## src/rtl/core0_pkg.sv

```systemverilog
// Shared definitions for the core0 pipeline: datapath widths, ALU control
// encodings, decode-side alu_op encodings and the operand forwarding helper.
package core0_pkg;

  localparam int XLEN       = 32;
  localparam int REG_ADDR_W = 5;

  // Operation the execute-stage ALU performs
  typedef enum logic [2:0] {
    ALU_ADD = 3'b000,
    ALU_SUB = 3'b001,
    ALU_AND = 3'b010,
    ALU_OR  = 3'b011
  } alu_ctrl_e;

  // Coarse operation class produced by the main decoder
  typedef enum logic [1:0] {
    ALUOP_MEM    = 2'b00,
    ALUOP_BRANCH = 2'b01,
    ALUOP_FUNCT  = 2'b10
  } alu_op_e;

  // Picks the freshest value of a source register. The next-older instruction
  // (MEM) wins over the older one (WB), and x0 always reads the register file
  // copy because it is hard-wired to zero.
  function automatic logic [XLEN-1:0] forward_operand(
    input logic [REG_ADDR_W-1:0] rs,
    input logic [XLEN-1:0]       reg_data,
    input logic [REG_ADDR_W-1:0] mem_rd,
    input logic                  mem_reg_write,
    input logic [XLEN-1:0]       mem_result,
    input logic [REG_ADDR_W-1:0] wb_rd,
    input logic                  wb_reg_write,
    input logic [XLEN-1:0]       wb_result
  );
    logic [XLEN-1:0] value;
    value = reg_data;
    if (rs != '0) begin
      if (mem_reg_write && (mem_rd == rs)) begin
        value = mem_result;
      end else if (wb_reg_write && (wb_rd == rs)) begin
        value = wb_result;
      end
    end
    return value;
  endfunction

endpackage

```

## src/rtl/alu_decoder.sv

```systemverilog
// Combinational ALU control decoder: maps alu_op plus funct fields onto an
// ALU operation and flags combinations the ALU cannot execute.
module alu_decoder
  import core0_pkg::*;
(
  input  logic [1:0] alu_op,
  input  logic [2:0] funct3,
  input  logic       funct7b5,
  input  logic       op5,
  output logic [2:0] alu_ctrl,
  output logic       illegal_op
);

  // Unsupported combinations fall back to ADD and raise illegal_op
  always_comb begin
    alu_ctrl   = ALU_ADD;
    illegal_op = 1'b0;
    case (alu_op)
      ALUOP_MEM:    alu_ctrl = ALU_ADD;
      ALUOP_BRANCH: alu_ctrl = ALU_SUB;
      ALUOP_FUNCT: begin
        case (funct3)
          3'b000:  alu_ctrl = (op5 && funct7b5) ? ALU_SUB : ALU_ADD;
          3'b111:  alu_ctrl = ALU_AND;
          3'b110:  alu_ctrl = ALU_OR;
          default: illegal_op = 1'b1;
        endcase
      end
      default: illegal_op = 1'b1;
    endcase
  end

endmodule

```

## src/rtl/id_ex_stage.sv

```systemverilog
// ID/EX pipeline register with valid/ready handshakes on both sides, ALU
// control decode at capture time and combinational operand forwarding.
// Forwarding from MEM/WB is compiled in only when ID_EX_FORWARDING_EN is
// defined; otherwise operands come straight from the registered data.
module id_ex_stage
  import core0_pkg::*;
(
  input  logic                  clk,
  input  logic                  rst,
  input  logic                  in_valid,
  output logic                  in_ready,
  input  logic [1:0]            in_alu_op,
  input  logic [2:0]            in_funct3,
  input  logic                  in_funct7b5,
  input  logic                  in_op5,
  input  logic [XLEN-1:0]       in_rs1_data,
  input  logic [XLEN-1:0]       in_rs2_data,
  input  logic [XLEN-1:0]       in_imm,
  input  logic                  in_alu_src,
  input  logic [REG_ADDR_W-1:0] in_rs1,
  input  logic [REG_ADDR_W-1:0] in_rs2,
  input  logic [REG_ADDR_W-1:0] in_rd,
  input  logic                  in_reg_write,
  input  logic [REG_ADDR_W-1:0] mem_rd,
  input  logic                  mem_reg_write,
  input  logic [XLEN-1:0]       mem_result,
  input  logic [REG_ADDR_W-1:0] wb_rd,
  input  logic                  wb_reg_write,
  input  logic [XLEN-1:0]       wb_result,
  input  logic                  flush,
  output logic                  out_valid,
  input  logic                  out_ready,
  output logic [2:0]            alu_ctrl,
  output logic [XLEN-1:0]       src1,
  output logic [XLEN-1:0]       src2,
  output logic [XLEN-1:0]       store_data,
  output logic [REG_ADDR_W-1:0] out_rd,
  output logic                  out_reg_write,
  output logic                  illegal_op
);

  logic                  valid_q;
  logic [2:0]            alu_ctrl_q;
  logic                  illegal_q;
  logic [XLEN-1:0]       rs1_data_q;
  logic [XLEN-1:0]       rs2_data_q;
  logic [XLEN-1:0]       imm_q;
  logic                  alu_src_q;
  logic [REG_ADDR_W-1:0] rs1_q;
  logic [REG_ADDR_W-1:0] rs2_q;
  logic [REG_ADDR_W-1:0] rd_q;
  logic                  reg_write_q;

  logic [2:0]            dec_alu_ctrl;
  logic                  dec_illegal;
  logic                  capture;
  logic [XLEN-1:0]       op1;
  logic [XLEN-1:0]       op2;

  alu_decoder u_alu_decoder (
    .alu_op     (in_alu_op),
    .funct3     (in_funct3),
    .funct7b5   (in_funct7b5),
    .op5        (in_op5),
    .alu_ctrl   (dec_alu_ctrl),
    .illegal_op (dec_illegal)
  );

  // The slot can accept whenever it is empty or its occupant leaves this cycle
  assign in_ready = !valid_q || out_ready;
  assign capture  = in_valid && in_ready && !flush;

  // Pipeline register: reset clears everything, flush empties the slot,
  // otherwise capture (possibly replacing a departing entry) or drain
  always_ff @(posedge clk) begin
    if (rst) begin
      valid_q     <= 1'b0;
      alu_ctrl_q  <= ALU_ADD;
      illegal_q   <= 1'b0;
      rs1_data_q  <= '0;
      rs2_data_q  <= '0;
      imm_q       <= '0;
      alu_src_q   <= 1'b0;
      rs1_q       <= '0;
      rs2_q       <= '0;
      rd_q        <= '0;
      reg_write_q <= 1'b0;
    end else if (flush) begin
      valid_q <= 1'b0;
    end else if (capture) begin
      valid_q     <= 1'b1;
      alu_ctrl_q  <= dec_alu_ctrl;
      illegal_q   <= dec_illegal;
      rs1_data_q  <= in_rs1_data;
      rs2_data_q  <= in_rs2_data;
      imm_q       <= in_imm;
      alu_src_q   <= in_alu_src;
      rs1_q       <= in_rs1;
      rs2_q       <= in_rs2;
      rd_q        <= in_rd;
      reg_write_q <= in_reg_write;
    end else if (out_ready) begin
      valid_q <= 1'b0;
    end
  end

`ifdef ID_EX_FORWARDING_EN
  // Operands track MEM/WB results every cycle, including while stalled
  always_comb begin
    op1 = forward_operand(rs1_q, rs1_data_q, mem_rd, mem_reg_write, mem_result,
                          wb_rd, wb_reg_write, wb_result);
    op2 = forward_operand(rs2_q, rs2_data_q, mem_rd, mem_reg_write, mem_result,
                          wb_rd, wb_reg_write, wb_result);
  end
`else
  logic unused_fwd_inputs;

  // Without forwarding the register-file copies are used as captured
  always_comb begin
    op1 = rs1_data_q;
    op2 = rs2_data_q;
  end

  assign unused_fwd_inputs = ^{mem_rd, mem_reg_write, mem_result,
                               wb_rd, wb_reg_write, wb_result, rs1_q, rs2_q};
`endif

  assign out_valid     = valid_q;
  assign alu_ctrl      = alu_ctrl_q;
  assign illegal_op    = illegal_q;
  assign out_rd        = rd_q;
  assign out_reg_write = reg_write_q;
  assign src1          = op1;
  assign store_data    = op2;
  assign src2          = alu_src_q ? imm_q : op2;

endmodule

```

## config.mk

```make
export PLATFORM = sky130hd
export DESIGN_NAME = id_ex_stage
export DESIGN_NICKNAME = d
export VERILOG_FILES = /design/src/rtl/core0_pkg.sv /design/src/rtl/alu_decoder.sv /design/src/rtl/id_ex_stage.sv
export SDC_FILE = /design/constraint.sdc
export NUM_CORES = 1
export LEC_CHECK = 0
export ABC_AREA = 1
export CAP_MARGIN = 20
export CELL_PAD_IN_SITES_DETAIL_PLACEMENT = 1
export CELL_PAD_IN_SITES_GLOBAL_PLACEMENT = 1
export CORE_ASPECT_RATIO = 2
export CORE_MARGIN = 4
export CORE_UTILIZATION = 24
export DETAILED_ROUTE_END_ITERATION = 10
export PLACE_DENSITY_LB_ADDON = 0.1
export SKIP_CTS_REPAIR_TIMING = 1
export SLEW_MARGIN = 0
export SYNTH_ARGS = -nofsm -noshare
export SYNTH_HDL_FRONTEND = slang
export SYNTH_SLANG_ARGS = --single-unit
```

## constraint.sdc

```tcl
create_clock -name clk -period 2.4 [get_ports clk]
set_clock_uncertainty 0.1 [all_clocks]
set_input_delay 0.36 -clock clk [delete_from_list [all_inputs] [get_ports clk]]
set_output_delay 0.36 -clock clk [all_outputs]
set_load 0.02 [all_outputs]
```

==> results of run 1 <==
==> power by group <==
group / total, mW / switching (mW) / internal, mW / leakage, nW
Clock: 1.37 / 0.646 / 0.723 / 0.132
Sequential: 1.96 / 0.0605 / 1.90 / 0.882
Combinational: 0.941 / 0.471 / 0.470 / 1.98
==> cell usage in the layout, fill, tap and decap left out <==
cell             count
a211oi_1             1
a21oi_1             35
a31oi_1              1
buf_12               6
buf_4                1
clkbuf_1             2
clkbuf_16           10
clkbuf_8             1
clkdlybuf4s50_1    201
clkinv_2             3
conb_1               1
dfxtp_1            106
dfxtp_2              1
dlymetal6s2s_1      20
ha_1                 3
inv_1               42
inv_2                1
inv_4                1
nand2_1             42
nand3_1              2
nor2_1             145
nor2_2               1
nor3_4               1
o21ai_0            132
o21ai_1              3
o21ai_2              1
==> routing by layer <==
metal	track usage, %	vias to the layer above	routed length (um)
met5	0	-	0
met4	6.164	0	403
met3	5.363	21	1311
met2	28.74	153	8590
met1	16.23	2016	5699
li1	-	2180	-
==> layout make-up <==
cell class,instances,area [sq um]
Clock inverter,3,15.01
Inverter,44,167.7
Sequential cell,107,2143
Clock buffer,12,246.5
Fill cell,2088,10370
Timing Repair Buffer,229,2415
Multi-Input combinational cell,368,1649
Tap cell,210,262.8
==> cells by family (layout without fill, tap and decap cells) <==
family          count (synthesis)  count (layout)  synth area share [%]
flops                         107             107                 50.83
compound gates                173             173                 20.72
fa+ha+maj                       3               3                0.8908
buf+inv                        85             288                 10.04
other cells                     1               1               0.08899
simple gates                  191             191                 17.43
==> worst paths after layout <==
check / start / end / slack, ns
min reg2reg: store_data[11]$_SDFFE_PP0P_ / store_data[11]$_SDFFE_PP0P_ / 0.37
max reg2reg: out_valid$_SDFFE_PP0P_ / store_data[4]$_SDFFE_PP0P_ / 0.81
min: store_data[11]$_SDFFE_PP0P_ / store_data[11]$_SDFFE_PP0P_ / 0.37
max: alu_src_q$_SDFFE_PP0P_ / src2[3] / 0.12
==> stage by stage <==
| step | setup WS (ns) | area, sq um | util [%] |
|---|---|---|---|
| floorplan | 0.7967 | 4214 | - |
| global placement | 0.3137 | 6563 | 38.00 |
| detailed placement | 0.2925 | 6563 | 38.00 |
| CTS | -0.008780 | 6824 | 39.51 |
| global route | 0.009713 | 6899 | 39.94 |
| finish | 0.1220 | 6899 | 39.94 |
==> state kept, by name, indices dropped and copies added (netlist names) <==
signal and cells:
store_data 32, imm_q 32, out_valid 1, alu_src_q 1, illegal_op 1, src1 32
alu_ctrl 2, out_reg_write 1, out_rd 5
==> tightest hold or removal path, delay by kind of cell (launching register included) <==
family          cells  cell delay, ns
flops               1            0.31
buf+inv             1            0.06
compound gates      1            0.05
==> summary.txt, run 1 <==
Run status
  • Status: completed

Yosys
  • Cell with the most instances after synthesis: nor2_1
  • Post-synthesis sequential area ratio: 50.83%
  • Avg Cell Area, Syn: 7.525 sq um
  • Most used DFF post-synth: dfxtp_1
  • Synth Net Count: 764
  • Mapped cell area: 4214 sq um
  • Synth Register Bits: 107
  • Total number of yosys warnings: 0
  • Commonest cells post-synth: nor2_1, o21ai_0, dfxtp_1, inv_1, nand2_1
  • Share of the synthesized area in the top cell type: 50.83%
  • Post-synth EDFFs: 0
  • Area leader, netlist: dfxtp_1
  • Cells after Synth: 560
  • Ranking of synthesized cells by area: dfxtp_1, o21ai_0, nor2_1, a21oi_1, inv_1
  • Synth async-reset ratio: 0%
  • Synth unique cells: 19

Die
  • Die Span Y: 195.4 um
  • Initial Utilization: 24.40%
  • Die width: 101.7 um
  • Site Rows: 68
  • Core box area: 17,270 sq um
  • Full die area: 19,870 sq um
  • I/O pin count: 309

Placement
  • Post-Place Cells: 957
  • IO Port Bufs: 221
  • GPL Wtd Cong: 0.7302
  • Detailed Place HPWL: 11,460 um

GRT
  • Global-route wire length before repair: 24,390 um
  • Total congestion overflow: 0
  • Vias in the first global route: 4,643
  • Largest net degree at the start of global routing: 78
  • Antenna violations before repair: 0
  • GRT Total Usage: 15.84%

Timing
  • Final Cycle Share: 94.92%
  • Minimum clock period: 2.278 ns
  • FMAX: 0.4390 GHz
  • Max-slew violation count: 0
  • Final hold slack: 0.3653 ns
  • RSZ-0062 raised after global routing: no
  • Endpoints failing hold: 0
  • Final setup vio count: 0
  • TNS Setup: 0 ns

Critical path
  • Critical path buffers and inverters: 2
  • CP Data Required Time: 1.94 ns
  • CP max stage delay: 0.67 ns
  • CP Launch Type: register
  • Worst Setup End Kind: primary output
  • Crit-path max FO: 30
  • Crit path cell chain: buf_12 -> nand2_1 -> o21ai_0 -> clkdlybuf4s50_1
  • CP top delay family: buffers and inverters
  • CP max stage cell: clkdlybuf4s50_1
  • R2R depth: 7
  • Critical path depth: 4
  • Critical path data arrival time: 1.82 ns
  • WS Path Type: reg2out

Min path
  • Worst hold path depth: 2
  • HP Class: reg2reg

Layout
  • Layout cells sized above 1: 3.539%
  • N_diodes: 0
  • Nets: 963
  • Area Overhead vs Synth: 63.72%
  • Non-filler instance count after layout: 973

Clock tree
  • H-tree levels: 3
  • CTS tree: built
  • CTS root buf: clkbuf_16
  • CTS buffer count: 9
  • Clk pin slew, worst setup/hold paths: 0.07 ns
  • Num Clock Sinks: 107
  • Clock Latency Late Sink: 0.34 ns
  • CTS Buffer Depth: 2

Detailed routing
  • Final ANT Viol Nets: 0
  • DRC: 0
  • First-iteration detailed-routing DRC count: 57
  • Vias per std cell: 4.491
  • Via Count: 4,370
  • Wire per inst: 16.45 um
  • Drt pass-1 iters: 4
  • Final wirelength: 16,000 um

Power and ir drop
  • Pwr dens: 618.5 nW/um^2
  • Static Leak: 2.994 nW
  • Worst VDD drop: 0.2862 mV
  • Overall power: 4.267 mW

Run
  • Max-Cap Viols: 0
Power figures use the tool's default switching activity.
==> inputs of run 2 (changes only) <==
CAP_MARGIN = default   (was 20)
==> results of run 2 <==
Same layout as run 1: the final DEF is identical, and so are final timing and power.
==> inputs of run 3 (changes only) <==
PLACE_DENSITY = 0.87   (was default)
PLACE_DENSITY_LB_ADDON = default   (was 0.1)
==> run 3 against run 2 <==
Utilization about the same; global-route usage is 0.087 points lower; total power grew 4.6%; combinational power rose by 0.7%; register-to-register slack gained 0.07 ns; die area stayed put; setup slack got worse by 0.0045 ns; fmax fell by 0.20%; hold slack improved by 0.0021 ns; sequential share of layout area is essentially flat; flip-flop and latch count unchanged; wire length is 0.14% lower.
==> summary.txt, run 3 (synthesis results as in run 1) <==
Run status
  • Status: completed

Power and ir drop
  • Pwr dens: 646.3 nW/um^2
  • Static Leak: 2.704 nW
  • Worst VDD drop: 0.2917 mV

Timing
  • TNS Setup: 0 ns
  • Final worst setup slack: 0.1176 ns
  • RSZ-0062 raised after global routing: no
  • Max-slew violation count: 0
  • Endpoints failing hold: 0
  • Final Cycle Share: 95.10%
  • Final setup vio count: 0
  • Minimum clock period: 2.282 ns
  • FMAX: 0.4381 GHz

Detailed routing
  • Final wirelength: 15,980 um
  • First-iteration detailed-routing DRC count: 109
  • Drt pass-1 iters: 5
  • Vias per std cell: 4.523
  • Final ANT Viol Nets: 0
  • DRC: 0
  • Wire per inst: 16.32 um
  • Via Count: 4,428

Critical path
  • Critical path buffers and inverters: 2
  • CP Data Required Time: 1.94 ns
  • Crit path cell chain: buf_12 -> nand2_1 -> o21ai_0 -> clkdlybuf4s50_1
  • Critical path data arrival time: 1.82 ns
  • Crit-path max FO: 33
  • WS Path Type: reg2out
  • CP max stage delay: 0.63 ns
  • CP max stage cell: clkdlybuf4s50_1
  • Worst Setup End Kind: primary output
  • CP Launch Type: register
  • CP top delay family: buffers and inverters

Layout
  • Area Overhead vs Synth: 63.81%
  • Nets: 966
  • Non-filler instance count after layout: 979
  • Multi-input logic area: 1649 sq um
  • Sequential cell area: 2143 sq um
  • Fill count: 2,107
  • Commonest non-fill, non-tap cells in the layout: clkdlybuf4s50_1, nor2_1, o21ai_0, dfxtp_1
  • Most common library cell in the layout ignoring fill and taps: clkdlybuf4s50_1
  • Layout cells sized above 1: 4.302%

Run
  • Max-Cap Viols: 0

Placement
  • GPL Wtd Cong: 0.7951
  • IO Port Bufs: 221
  • DP Worst Slack: 0.3215 ns
  • Post-Place Cells: 960
  • Detailed Place HPWL: 11,620 um

Clock tree
  • Clock Latency Late Sink: 0.34 ns
  • Clk pin slew, worst setup/hold paths: 0.07 ns
  • CTS Buffer Depth: 2
  • CTS root buf: clkbuf_16
  • Num Clock Sinks: 107
  • CTS buffer count: 9
  • CTS tree: built
  • H-tree levels: 3

Die
  • Die Span Y: 195.4 um
  • I/O pin count: 309
  • Die width: 101.7 um
  • Initial Utilization: 24.40%
  • Core box area: 17,270 sq um
  • Site Rows: 68
  • Full die area: 19,870 sq um

GRT
  • Total congestion overflow: 0
  • Global-route wire length before repair: 24,230 um
  • Vias in the first global route: 4,623
  • Largest net degree at the start of global routing: 66
  • GRT Total Usage: 15.75%
  • Antenna violations before repair: 2

Min path
  • HP Class: reg2reg
==> run 3: path summary, 6_finish.rpt <==
| kind | start | end | slack [ns] | depth (start not counted) |
|---|---|---|---|---|
| worst max-delay path | alu_src_q$_SDFFE_PP0P_ | src2[22] | 0.12 | 4 |
| worst min-delay path | store_data[19]$_SDFFE_PP0P_ | store_data[19]$_SDFFE_PP0P_ | 0.37 | 2 |
| worst max register to register | out_valid$_SDFFE_PP0P_ | store_data[26]$_SDFFE_PP0P_ | 0.88 | 7 |
| worst min register to register | store_data[19]$_SDFFE_PP0P_ | store_data[19]$_SDFFE_PP0P_ | 0.37 | 2 |
==> run 3: power by group <==
group          leakage (nW)  switching [mW]  internal (mW)  total [mW]
clock network         0.152           0.688          0.871        1.56
registers             0.882          0.0583           1.90        1.95
logic                  1.67           0.475          0.473       0.948
==> run 3: final cells by class <==
| cell class | instances | share of cell area, % |
|---|---|---|
| Multi-Input combinational cell | 368 | 23.89 |
| Sequential cell | 107 | 31.05 |
| Antenna cell | 2 | 0.07250 |
| Clock buffer | 11 | 3.661 |
| Inverter | 44 | 2.429 |
| Tap cell | 210 | 3.806 |
| Timing Repair Buffer | 232 | 34.22 |
| Clock inverter | 5 | 0.8700 |
==> run 3: metal layers <==
metal / track usage (%) / share of wire, % / vias up
met3: 4.183 / 5.3 / 22
met4: 6.410 / 2.9 / 0
met5: 0 / 0 / -
met2: 28.74 / 55 / 134
li1: - / - / 2191
met1: 16.59 / 37 / 2081
==> run 3: worst min-delay path: stages (launching register included) <==
cell and delay, ns:
dfxtp_1 0.31, inv_1 0.06, a21oi_1 0.05
==> run 3: stage by stage <==
step	util, %	cell area [sq um]	hold slack [ns]	total power [mW]
finish	39.97	6903	0.3674	4.461
global route	39.97	6903	0.3904	4.698
CTS	39.79	6873	0.3720	4.533
detailed placement	37.98	6560	0.3590	2.945
global placement	37.98	6560	0.3470	2.920
floorplan	-	4214	0.3291	2.409
